$ cat config.mk
export PLATFORM = sky130hd
export DESIGN_NAME = sim_run_ctrl
export DESIGN_NICKNAME = d
export VERILOG_FILES = /design/src/rtl/sim_run_pkg.sv /design/src/rtl/sim_run_ctrl.sv
export SDC_FILE = /design/constraint.sdc
export NUM_CORES = 1
export LEC_CHECK = 0
export CORE_UTILIZATION = 35
export DETAILED_ROUTE_END_ITERATION = 8
export PLACE_DENSITY_LB_ADDON = 0.08
export SLEW_MARGIN = 20
export SYNTH_ARGS = -nofsm -noshare
export SYNTH_HDL_FRONTEND = slang
export SYNTH_SLANG_ARGS = --single-unit
$ cat constraint.sdc
create_clock -name clk -period 3.4 [get_ports clk]
set_input_delay 0.68 -clock clk [delete_from_list [all_inputs] [get_ports clk]]
set_output_delay 0.68 -clock clk [all_outputs]
set_load 0.01 [all_outputs]
$ cat src/rtl/sim_run_pkg.sv
`default_nettype none
// ============================================================================
//  Module  : sim_run_pkg
//  Brief   : Shared types and constants for the sim_run_ctrl run-control block
//  Rev     : 1.0  initial release
// ============================================================================
package sim_run_pkg;

    // Run-control FSM states, explicitly 2 bits wide
    typedef enum logic [1:0] {
        ST_RESET = 2'd0,
        ST_RUN   = 2'd1,
        ST_DONE  = 2'd2
    } run_state_e;

    // Default word address whose stores signal end of test
    localparam logic [31:0] DEFAULT_TOHOST_ADDR = 32'h0000_1000;

    // Exit code that a passing test writes (shifted left by one, LSB set)
    localparam int unsigned EXIT_PASS = 0;

endpackage : sim_run_pkg
`default_nettype wire

$ cat src/rtl/sim_run_ctrl.sv
`default_nettype none
// ============================================================================
//  Module  : sim_run_ctrl
//  Brief   : Bring-up run controller. Sequences the core reset, bounds the
//            run with a cycle budget, and detects end of test by snooping
//            data-bus stores to the tohost address. All outputs registered.
//  Rev     : 1.0  initial release
// ============================================================================
module sim_run_ctrl
    import sim_run_pkg::*;
#(
    parameter int unsigned       RESET_CYCLES = 2,
    parameter int unsigned       MAX_CYCLES   = 200,
    parameter int unsigned       CNT_W        = 32,
    parameter int unsigned       ADDR_W       = 32,
    parameter int unsigned       DATA_W       = 32,
    parameter logic [ADDR_W-1:0] TOHOST_ADDR  = ADDR_W'(DEFAULT_TOHOST_ADDR)
) (
    input  logic              clk,
    input  logic              rst,
    input  logic              restart,
    input  logic              wr_en,
    input  logic [ADDR_W-1:0] wr_addr,
    input  logic [DATA_W-1:0] wr_data,
    output logic              core_rst,
    output logic              running,
    output logic              done,
    output logic              pass,
    output logic              timeout,
    output logic [DATA_W-2:0] exit_code,
    output logic [CNT_W-1:0]  cycle_count
);

    // State encodings as plain vectors so the state register is a simple bus
    localparam logic [1:0] c_st_reset = 2'(ST_RESET);
    localparam logic [1:0] c_st_run   = 2'(ST_RUN);
    localparam logic [1:0] c_st_done  = 2'(ST_DONE);

    // Reset counter only has to reach RESET_CYCLES-1
    localparam int unsigned c_rcnt_w = (RESET_CYCLES > 1) ? $clog2(RESET_CYCLES) : 1;

    localparam logic [c_rcnt_w-1:0] c_rcnt_last  = c_rcnt_w'(RESET_CYCLES - 1);
    localparam logic [CNT_W-1:0]    c_cycle_last = CNT_W'(MAX_CYCLES - 1);
    localparam logic [DATA_W-2:0]   c_exit_pass  = (DATA_W-1)'(EXIT_PASS);

    logic [1:0]          r_state;
    logic [1:0]          w_state_nxt;
    logic [c_rcnt_w-1:0] r_rst_cnt;
    logic [CNT_W-1:0]    r_cycle_count;
    logic                r_core_rst;
    logic                r_running;
    logic                r_done;
    logic                r_pass;
    logic                r_timeout;
    logic [DATA_W-2:0]   r_exit_code;

    logic                w_in_reset;
    logic                w_in_run;
    logic                w_in_done;
    logic                w_store_hit;
    logic                w_rst_last;
    logic                w_budget_out;
    logic                w_restart_hit;
    logic                w_clear;

    assign w_in_reset    = (r_state == c_st_reset);
    assign w_in_run      = (r_state == c_st_run);
    assign w_in_done     = (r_state == c_st_done);

    // A terminating store has its LSB set; an even value to tohost is ignored
    assign w_store_hit   = wr_en && (wr_addr == TOHOST_ADDR) && wr_data[0];
    assign w_rst_last    = (r_rst_cnt == c_rcnt_last);
    assign w_budget_out  = (r_cycle_count == c_cycle_last);

    // restart is only meaningful once the test has finished
    assign w_restart_hit = w_in_done && restart;

    // restart behaves exactly like rst for counters and status
    assign w_clear       = rst || w_restart_hit;

    // Next-state logic; a store on the budget's last cycle still ends the
    // run through the same DONE transition, and the status block decides
    // which outcome is reported
    always_comb begin
        w_state_nxt = r_state;
        case (r_state)
            c_st_reset: begin
                if (w_rst_last) begin
                    w_state_nxt = c_st_run;
                end
            end
            c_st_run: begin
                if (w_store_hit || w_budget_out) begin
                    w_state_nxt = c_st_done;
                end
            end
            c_st_done: begin
                if (restart) begin
                    w_state_nxt = c_st_reset;
                end
            end
            default: begin
                w_state_nxt = c_st_reset;
            end
        endcase
    end

    // State register; rst overrides everything
    always_ff @(posedge clk) begin
        if (rst) begin
            r_state <= c_st_reset;
        end else begin
            r_state <= w_state_nxt;
        end
    end

    // Reset counter: counts cycles spent in RESET, parks at its last value
    always_ff @(posedge clk) begin
        if (w_clear) begin
            r_rst_cnt <= '0;
        end else if (w_in_reset && !w_rst_last) begin
            r_rst_cnt <= r_rst_cnt + c_rcnt_w'(1);
        end
    end

    // RUN-cycle counter: advances on every RUN edge, including the one that
    // leaves RUN, and freezes in DONE
    always_ff @(posedge clk) begin
        if (w_clear) begin
            r_cycle_count <= '0;
        end else if (w_in_run) begin
            r_cycle_count <= r_cycle_count + CNT_W'(1);
        end
    end

    // End-of-test status: latched once on leaving RUN, held until cleared;
    // a terminating store takes priority over budget expiry
    always_ff @(posedge clk) begin
        if (w_clear) begin
            r_done      <= 1'b0;
            r_pass      <= 1'b0;
            r_timeout   <= 1'b0;
            r_exit_code <= '0;
        end else if (w_in_run) begin
            if (w_store_hit) begin
                r_done      <= 1'b1;
                r_timeout   <= 1'b0;
                r_exit_code <= wr_data[DATA_W-1:1];
                r_pass      <= (wr_data[DATA_W-1:1] == c_exit_pass);
            end else if (w_budget_out) begin
                r_done      <= 1'b1;
                r_timeout   <= 1'b1;
                r_pass      <= 1'b0;
                r_exit_code <= '0;
            end
        end
    end

    // Core reset and running flag follow the next state so they line up with
    // the state they describe; the core is held in reset outside RUN
    always_ff @(posedge clk) begin
        if (rst) begin
            r_core_rst <= 1'b1;
            r_running  <= 1'b0;
        end else begin
            r_core_rst <= (w_state_nxt != c_st_run);
            r_running  <= (w_state_nxt == c_st_run);
        end
    end

    assign core_rst    = r_core_rst;
    assign running     = r_running;
    assign done        = r_done;
    assign pass        = r_pass;
    assign timeout     = r_timeout;
    assign exit_code   = r_exit_code;
    assign cycle_count = r_cycle_count;

endmodule : sim_run_ctrl
`default_nettype wire

After elaboration in Yosys (flattened, before gate mapping)
Cells that the tools add are included.
{ "word_totals": {"register_bits": 71} }
{ "classes": {"n_addsub": 2, "eq_ne": 6, "muxes": 11, "n_reduce_logical": 11} }
{ "ops": {"columns": ["operator", "n"], "rows": [
  ["31-bit 2-to-1 mux", 2],
  ["32-bit by 1-bit adder with 32-bit output (second input constant)", 1],
  ["32-bit by 13-bit == test with 1-bit output (second input constant)", 1],
  ["32-bit by 8-bit == test with 1-bit output (second input constant)", 1],
  ["31-bit zero test", 1],
  ["2-bit 2-to-1 mux", 3],
  ["2-bit case mux with 3 select lines", 1],
  ["1-bit 2-to-1 mux", 5],
  ["2-bit by 1-bit == test with 1-bit output (second input constant)", 2],
  ["1-bit logical AND", 4],
  ["2-bit == test (second input constant)", 1],
  ["2-bit zero test", 1],
  ["1-bit logical OR", 2],
  ["2-bit by 1-bit inequality test with 1-bit output (second input constant)", 1],
  ["2-bit AND reduction", 1],
  ["2-bit nonzero test", 1],
  ["1-bit adder (second input constant)", 1],
  ["1-bit zero test", 1]
]} }

Depth between registers and ports, before layout
{ "depth": {"depth_word": 7, "mapped_depth": 7} }

Least setup slack after synthesis
OpenSTA, ideal clock, no wires.
{ "synth_timing": {"path_type": "input port to flip-flop", "startpoint": "input port wr_addr[1]", "endpoint": "register r_exit_code[0] (netlist: exit_code[0])", "setup_ps": 60, "arrival_time_ps": 2177, "required_time_ps": 3340, "setup_slack_ps": 1164, "cell_stages": 7, "n_path_buf": 2, "cell_sequence": "nor4b_1 nand4_1 nor3_1 and3_1 clkbuf_1 clkbuf_1 a22o_1"} }
{ "synth_via": {"elab_chain_len": 5, "elab_cells_between_ends": 6} }
{ "synth_lines": {"columns": ["item", "line", "text"], "rows": [
  ["start: declaration", "sim_run_ctrl.sv:23", "input logic [ADDR_W-1:0] wr_addr,"],
  ["32-bit by 13-bit == test with 1-bit output *", "sim_run_ctrl.sv:71", "assign w_store_hit = wr_en && (wr_addr == TOHOST_ADDR) && wr_data[0];"],
  ["1-bit logical AND * (2 in series)", "sim_run_ctrl.sv:71", null],
  ["2-bit nonzero test (no source line)", null, null],
  ["2-bit AND reduction (no source line)", null, null],
  ["end signal: assignment", "sim_run_ctrl.sv:148", "r_exit_code <= wr_data[DATA_W-1:1];"],
  ["end: declaration", "sim_run_ctrl.sv:55", "logic [DATA_W-2:0] r_exit_code;"]
]} }
Mark *: on every way between the ends. The rest lies on a longest branch, timed or not.
A chain may end at the register's enable or synchronous reset.

Worst setup path in the final report
{ "layout_timing": {"startpoint": "register r_state[0]", "endpoint": "register r_cycle_count[28] (netlist: cycle_count[28])"} }
{ "layout_via": {"elab_chain_len": 3, "elab_cells_between_ends": 4} }
{ "layout_lines": {"columns": ["item", "line", "text"], "rows": [
  ["start: declaration", "sim_run_ctrl.sv:46", "logic [1:0] r_state;"],
  ["start signal: assignment", "sim_run_ctrl.sv:111", "r_state <= c_st_reset;"],
  ["start signal: assignment", "sim_run_ctrl.sv:113", "r_state <= w_state_nxt;"],
  ["2-bit == test", "sim_run_ctrl.sv:68", "assign w_in_done = (r_state == c_st_done);"],
  ["1-bit logical AND", "sim_run_ctrl.sv:76", "assign w_restart_hit = w_in_done && restart;"],
  ["1-bit logical OR", "sim_run_ctrl.sv:79", "assign w_clear = rst || w_restart_hit;"],
  ["end signal: assignment", "sim_run_ctrl.sv:132", "r_cycle_count <= r_cycle_count + CNT_W'(1);"],
  ["end: declaration", "sim_run_ctrl.sv:49", "logic [CNT_W-1:0] r_cycle_count;"]
]} }
Several ways; a longest one is shown, not always the timed one.

==> flow_metrics.env <==
export IMPL_insertion_delay_to_the_later_sink_of_the_worst_skew_pair_ps=350
export IMPL_outcome="finished clean"
export IMPL_global_route_wire_length_before_repair_um=13100
export IMPL_cts_made_buffers=9
export IMPL_tritoncts_clock_tree="built"
export IMPL_final_setup_violation_count=0
export IMPL_final_worst_path_setup_slack_ps=773
export IMPL_vias=2880
export IMPL_drt_drc_violations_left=0
export IMPL_core_rowCount=32
export IMPL_max_freq_ghz=0.381
export IMPL_dominantRegCellSynth="sky130_fd_sc_hd__dfxtp_1"
export IMPL_clk_path_buf_depth=2
export IMPL_io_pins=136
export IMPL_dp_worst_setup_slack_ps=737
export IMPL_cts_resized=0
export IMPL_timing_final_hold_violations=0
export IMPL_worstPathRequired_ps=3680
export IMPL_core_area_um2=7890
export IMPL_worst_hold_path_endpoint="done"
export IMPL_worstRegToRegCells=5
export IMPL_numPlacedInstances=541
export IMPL_p_leak_nw=1.58
export IMPL_tns_ps=0
export IMPL_die_area_um2=8700
export IMPL_floorplan_die_height_um=93.3
export IMPL_synth_top_cell_by_area="sky130_fd_sc_hd__dfxtp_1"
export IMPL_flow_area_growth_from_synthesis_pct=58.6
export IMPL_grt_antenna_before_repair=0
export IMPL_post_synthesis_average_cell_area_um2=9.20
export IMPL_holdPathStages=2
export IMPL_worst_hold_slack_ps=459
export IMPL_ys_seq_elements=71
export IMPL_initial_core_util_pct=37.0
export IMPL_number_of_optimization_iterations_in_the_first_detailed_route_pass=4
export IMPL_postCtsSetupBuffers=0
export IMPL_ant_nets=0
export IMPL_drt_first_iter_violations=88
export IMPL_clk_slew_on_worst_s_h_paths_ps=70
export IMPL_mean_number_of_vias_per_cell=5.17
export IMPL_cap_violations=0
export IMPL_combined_area_of_all_synthesized_cells_um2=2920
export IMPL_route_final_wire_length_um=7790
export IMPL_pin_count_of_the_biggest_net_entering_global_routing=34
export IMPL_r2r_setup_slack_ps=770
export IMPL_filler_cell_count=717
export IMPL_ir_drop_mv=0.177
export IMPL_post_dp_hpwl_um=5720
export IMPL_cts_num_sinks=71
export IMPL_yosysWarningCount=0
export IMPL_finish_net_count=519
export IMPL_pwr_density_cell_nw_per_um2=395
export IMPL_startpoint_type="register"
export IMPL_io_buffer_count=135
export IMPL_postSynthNetCount=386
export IMPL_report_final_slew_viol_count=0
export IMPL_globalplace_congestion=0.743
export IMPL_launch_point_of_the_worst_reg_to_reg_path="r_state[0]"
export IMPL_rr_endpoint="cycle_count[28]"
export IMPL_finalClockSkew_ps=11.9
export IMPL_cp_data_arrival_time_ps=2900
export IMPL_post_route_util_pct=58.7
export IMPL_dieWidth_um=93.3
export IMPL_vias_in_the_first_global_route=2854
export IMPL_hp_start="done"
export IMPL_postCtsHoldBufs=0
export IMPL_post_synth_inst_count=317
export IMPL_synth_cell_type_count=35
export IMPL_asyncSetResetFlopFracSynth_pct=0
export IMPL_worstSetupPathType="reg2reg"
export IMPL_cts_htree_levels=3
export IMPL_maximum_fanout_along_the_worst_path=11
export IMPL_yosysTopAreaCellShare_pct=48.7
export IMPL_slew_limit_headroom_pct=56.6
export IMPL_drive_gt1_share_pct=5.27
export IMPL_layoutNonFillerInstCount=557
export IMPL_synth_top_cells_by_area="sky130_fd_sc_hd__dfxtp_1 (49%), sky130_fd_sc_hd__a22o_1 (9.6%), sky130_fd_sc_hd__nor4_1 (4.5%)"
export IMPL_worstSetupEndpointType="register"
export IMPL_wire_per_inst_um=14.0
export IMPL_num_antenna_cells=0
export IMPL_synth_sequential_area_ratio_pct=48.7
export IMPL_grt_ovfl_total=0
export IMPL_grt_util_all_layers_pct=19.1
export IMPL_edff_count_synth=0
export IMPL_rsz0062_at_grt="false"
export IMPL_final_period_minus_worst_setup_slack_ps=2630
export IMPL_slew_at_the_pin_closest_to_its_max_slew_limit_ps=646
export IMPL_clock_tree_root_cell="sky130_fd_sc_hd__clkbuf_8"
export IMPL_holdCritPathClass="reg2reg"
export IMPL_fin_crit_sh_pct=77.3
[layer usage]
metal | part of all wire [%] | up-vias | GRT usage [%]
li1 | - | 1454 | -
met1 | 45 | 1317 | 22.8
met2 | 45 | 95 | 30.7
met3 | 8.3 | 14 | 7.80
met4 | 2.0 | 0 | 6.92
met5 | 0 | - | 0
[placed cells by master (no fill, tap or decap), types with 11 or more instances in the layout]
cell type | netlist | final
sky130_fd_sc_hd__a21oi_1 | 12 | 12
sky130_fd_sc_hd__a22o_1 | 32 | 32
sky130_fd_sc_hd__clkbuf_8 | 0 | 11
sky130_fd_sc_hd__clkdlybuf4s50_1 | 0 | 135
sky130_fd_sc_hd__dfxtp_1 | 71 | 71
sky130_fd_sc_hd__nand2_1 | 20 | 20
sky130_fd_sc_hd__nand4_1 | 12 | 12
sky130_fd_sc_hd__nor2_1 | 31 | 31
sky130_fd_sc_hd__nor4_1 | 21 | 21
sky130_fd_sc_hd__xnor2_1 | 12 | 12
[worst max path at each step]
stage / cells after the start / from / end / slack, ps
floorplan: 7 / wr_addr[1] / exit_code[0] / 1160
global route: 5 / r_state[0] / cycle_count[28] / 570
CTS: 5 / r_state[0] / cycle_count[28] / 760
global placement: 8 / wr_addr[24] / exit_code[10] / 720
finish: 5 / r_state[0] / cycle_count[28] / 770
detailed placement: 8 / wr_addr[24] / exit_code[9] / 740
[power breakdown]
group / internal [mW] / switching [mW] / leakage, nW
Clock: 0.528 / 0.315 / 0.130
Combinational: 0.0905 / 0.0506 / 0.880
Sequential: 0.838 / 0.00471 / 0.573
[sequential cells by signal, indices dropped and copies added (netlist names)]
name,cells
core_rst,1
pass,1
r_state,2
cycle_count,32
done,1
timeout,1
running,1
r_rst_cnt,1
exit_code,31
[Yosys cell counts, types with 8 or more instances]
master,n
sky130_fd_sc_hd__clkbuf_1,14
sky130_fd_sc_hd__nand2_1,20
sky130_fd_sc_hd__dfxtp_1,71
sky130_fd_sc_hd__xnor2_1,12
sky130_fd_sc_hd__a21oi_1,12
sky130_fd_sc_hd__nand3_1,10
sky130_fd_sc_hd__nor3_1,10
sky130_fd_sc_hd__nor4_1,21
sky130_fd_sc_hd__nor2_1,31
sky130_fd_sc_hd__nand4_1,12
sky130_fd_sc_hd__or3_1,8
sky130_fd_sc_hd__a22o_1,32
[worst max-delay path, cell delays in order (launching register included)]
cell                      delay (ps)
sky130_fd_sc_hd__dfxtp_1         360
sky130_fd_sc_hd__nor2b_1         430
sky130_fd_sc_hd__nand4_1         470
sky130_fd_sc_hd__or3_1           650
sky130_fd_sc_hd__or4_1           510
sky130_fd_sc_hd__a21oi_1         140
[through the flow]
step           instance area, um^2  total power [mW]
6_report                      4630              1.83
5_1_grt                       4630              1.90
4_1_cts                       4630              1.84
3_5_place_dp                  4370              1.00
3_3_place_gp                  4370              1.00
2_1_floorplan                 2920             0.899
[cell families (layout without fill, tap and decap cells)]
logic type / after synthesis / count (layout) / synth area share [%]
compound gates: 65 / 65 / 16.2
xor+xnor: 18 / 18 / 5.41
fa+ha+maj: 1 / 1 / 0.429
buf+inv: 23 / 161 / 3.22
flops: 71 / 71 / 48.7
mux: 1 / 1 / 0.343
simple gates: 138 / 138 / 25.7
[layout make-up]
cell class              instances  area (um^2)  share of cell area [%]
multi-input cells             223         1420                    30.6
repair buffers                140         1390                    30.0
well taps                     102          128                    2.76
clock buffers                  11          151                    3.27
inverters                       5         18.8                   0.406
flip-flops and latches         71         1420                    30.7
clock inverters                 5          104                    2.24
(Power assumes the default switching activity.)
==> edit (same flow settings) <==
Put one more register stage on the output `cycle_count`, without a reset. The value now appears one clock later. The other outputs are not delayed to match.
--- a/src/rtl/sim_run_ctrl.sv
+++ b/src/rtl/sim_run_ctrl.sv
@@ -176,3 +176,5 @@
     assign exit_code   = r_exit_code;
-    assign cycle_count = r_cycle_count;
+    always_ff @(posedge clk) begin
+        cycle_count <= r_cycle_count;
+    end
 
Check against the original RTL: not equivalent (Yosys sat finds a counterexample within 4 cycles, from zero or initial values and one cycle with rst high).
==> edit against the original RTL <==
Sequential power is 45% higher. Cell area is 18% higher. Sequential share of layout area is 7.0 points higher. Clock power is 8.2% higher. Hold slack worse by 62 ps. Setup slack better by 280 ps. Sequential cell count is 32 higher. Largest power group is now registers. Routed wire length is 18% higher. Clock skew is 1.7 ps lower. Synthesized area is 27% higher. Synthesized cell count is 31% higher. Fmax is 12% higher. Total power is 25% higher. Global-route usage is 1.5 points lower. Critical endpoint is now exit_code[14].
==> edit: results (changes against the original RTL) <==
INFO  metric status = completed
INFO  metric hold_depth = 0 (-2)
INFO  metric globalplace.congestion = 0.776 (+4.6%)
INFO  metric clk_pin_slew_worst_paths = 100 ps (+30 ps)
INFO  metric synth_sequential_area_ratio = 55.5% (+6.7 points)
INFO  metric routed_wirelength = 9.20 mm (+18%)
INFO  metric synth_cell_types = 34 (-2.9%)
INFO  metric syn-num-nets = 483 (+25%)
INFO  metric synth_cells = 414 (+31%)
INFO  metric dp_slack = 671 ps (-65.7 ps)
INFO  metric drc = 0 (unchanged)
INFO  metric final_nets = 618 (+19%)
INFO  metric clock_power_share = 40.1% (-6.0 points)
INFO  metric vdd_ir_drop_max = 0.000215 V (+22%)
INFO  metric dp_hpwl = 6.62 mm (+16%)
INFO  metric power.static_leakage = 1.84 nW (+16%)
INFO  metric layout-drive-gt1-share = 5.24% (-0.031 points)
INFO  metric grt_pass1_wl = 15.6 mm (+19%)
INFO  metric layoutNonFillerInstCount = 689 (+24%)
INFO  metric initialDrtViolationCount = 84 (-4.5%)
INFO  metric ys_top_cells_by_area = sky130_fd_sc_hd__dfxtp_1, sky130_fd_sc_hd__nand2_1, sky130_fd_sc_hd__nor4_1, sky130_fd_sc_hd__o21ai_0, sky130_fd_sc_hd__nor2_1
INFO  metric place.detailed.instances = 674 (+25%)
INFO  metric synth_commonest_cells = sky130_fd_sc_hd__dfxtp_1, sky130_fd_sc_hd__nand2_1, sky130_fd_sc_hd__nor2_1, sky130_fd_sc_hd__o21ai_0, sky130_fd_sc_hd__nor4_1
INFO  metric timing.clock.skew = 10.2 ps (-1.73 ps)
INFO  metric vias_in_the_first_global_route = 3,315 (+16%)
INFO  metric cts_resized = 0 (unchanged)
INFO  metric yosys_warnings = 0 (unchanged)
INFO  metric timing_worst_slew_pin_value = 535 ps (-110 ps)
INFO  metric critPathArrivalTime = 2590 ps (-310 ps)
INFO  metric critical_path.max_fanout = 34 (+23)
INFO  metric grt_max_degree = 35 (+2.9%)
INFO  metric number_of_inserted_filler_cells_in_the_final_layout = 965 (+35%)
INFO  metric global_route.usage.total = 17.6% (-1.5 points)
INFO  metric power.switching_fraction = 21.0% (+0.72 points)
INFO  metric avgViaCountPerCell = 4.79 (-7.3%)
edit: per-layer routing:
layer	routed length [microns]	GRT usage, %	vias up
met4	136	5.73	0
met1	4180	22.0	1484
li1	-	-	1703
met5	0	0	-
met2	4260	28.2	104
met3	625	6.18	11
edit: worst max-delay path, stage by stage:
cell	delay (ps)
sky130_fd_sc_hd__clkdlybuf4s50_1	440
sky130_fd_sc_hd__or4_1	550
sky130_fd_sc_hd__nor4_1	310
sky130_fd_sc_hd__o21a_1	150
sky130_fd_sc_hd__buf_4	300
sky130_fd_sc_hd__o21ai_0	150
edit: final timing paths:
| kind | from | to | slack [ps] |
|---|---|---|---|
| min | r_cycle_count[26] | cycle_count[26] | 400 |
| max reg2reg | r_cycle_count[4] | exit_code[14] | 1250 |
| min reg2reg | r_cycle_count[26] | cycle_count[26] | 400 |
| max | wr_addr[28] | exit_code[14] | 1050 |
edit: cells by family after synthesis:
kind of cell    count (synthesis)  share of synthesized area, %
flops                         103                          55.5
xor+xnor                       28                          6.60
compound gates                 47                          6.80
buf+inv                        20                          2.22
fa+ha+maj                       1                         0.336
simple gates                  215                          28.6
edit: per-stage QoR:
step | power (mW) | hold WS [ps] | cell area [sq um]
after global routing | 2.37 | 415 | 5460
final | 2.27 | 397 | 5460
after global placement | 1.39 | 384 | 5220
after CTS | 2.30 | 399 | 5460
after floorplan | 1.28 | 330 | 3720
after detailed placement | 1.39 | 384 | 5220
edit: cell type report:
class                      count  area, sq um  area share [%]
clock buffer                   9          124            2.27
sequential                   103         2060            37.8
timing repair buffer         140         1390            25.4
clock inverter                 6          118            2.15
tap                          136          170            3.12
multi-input combinational    291         1580            29.0
inverter                       4         15.0           0.275
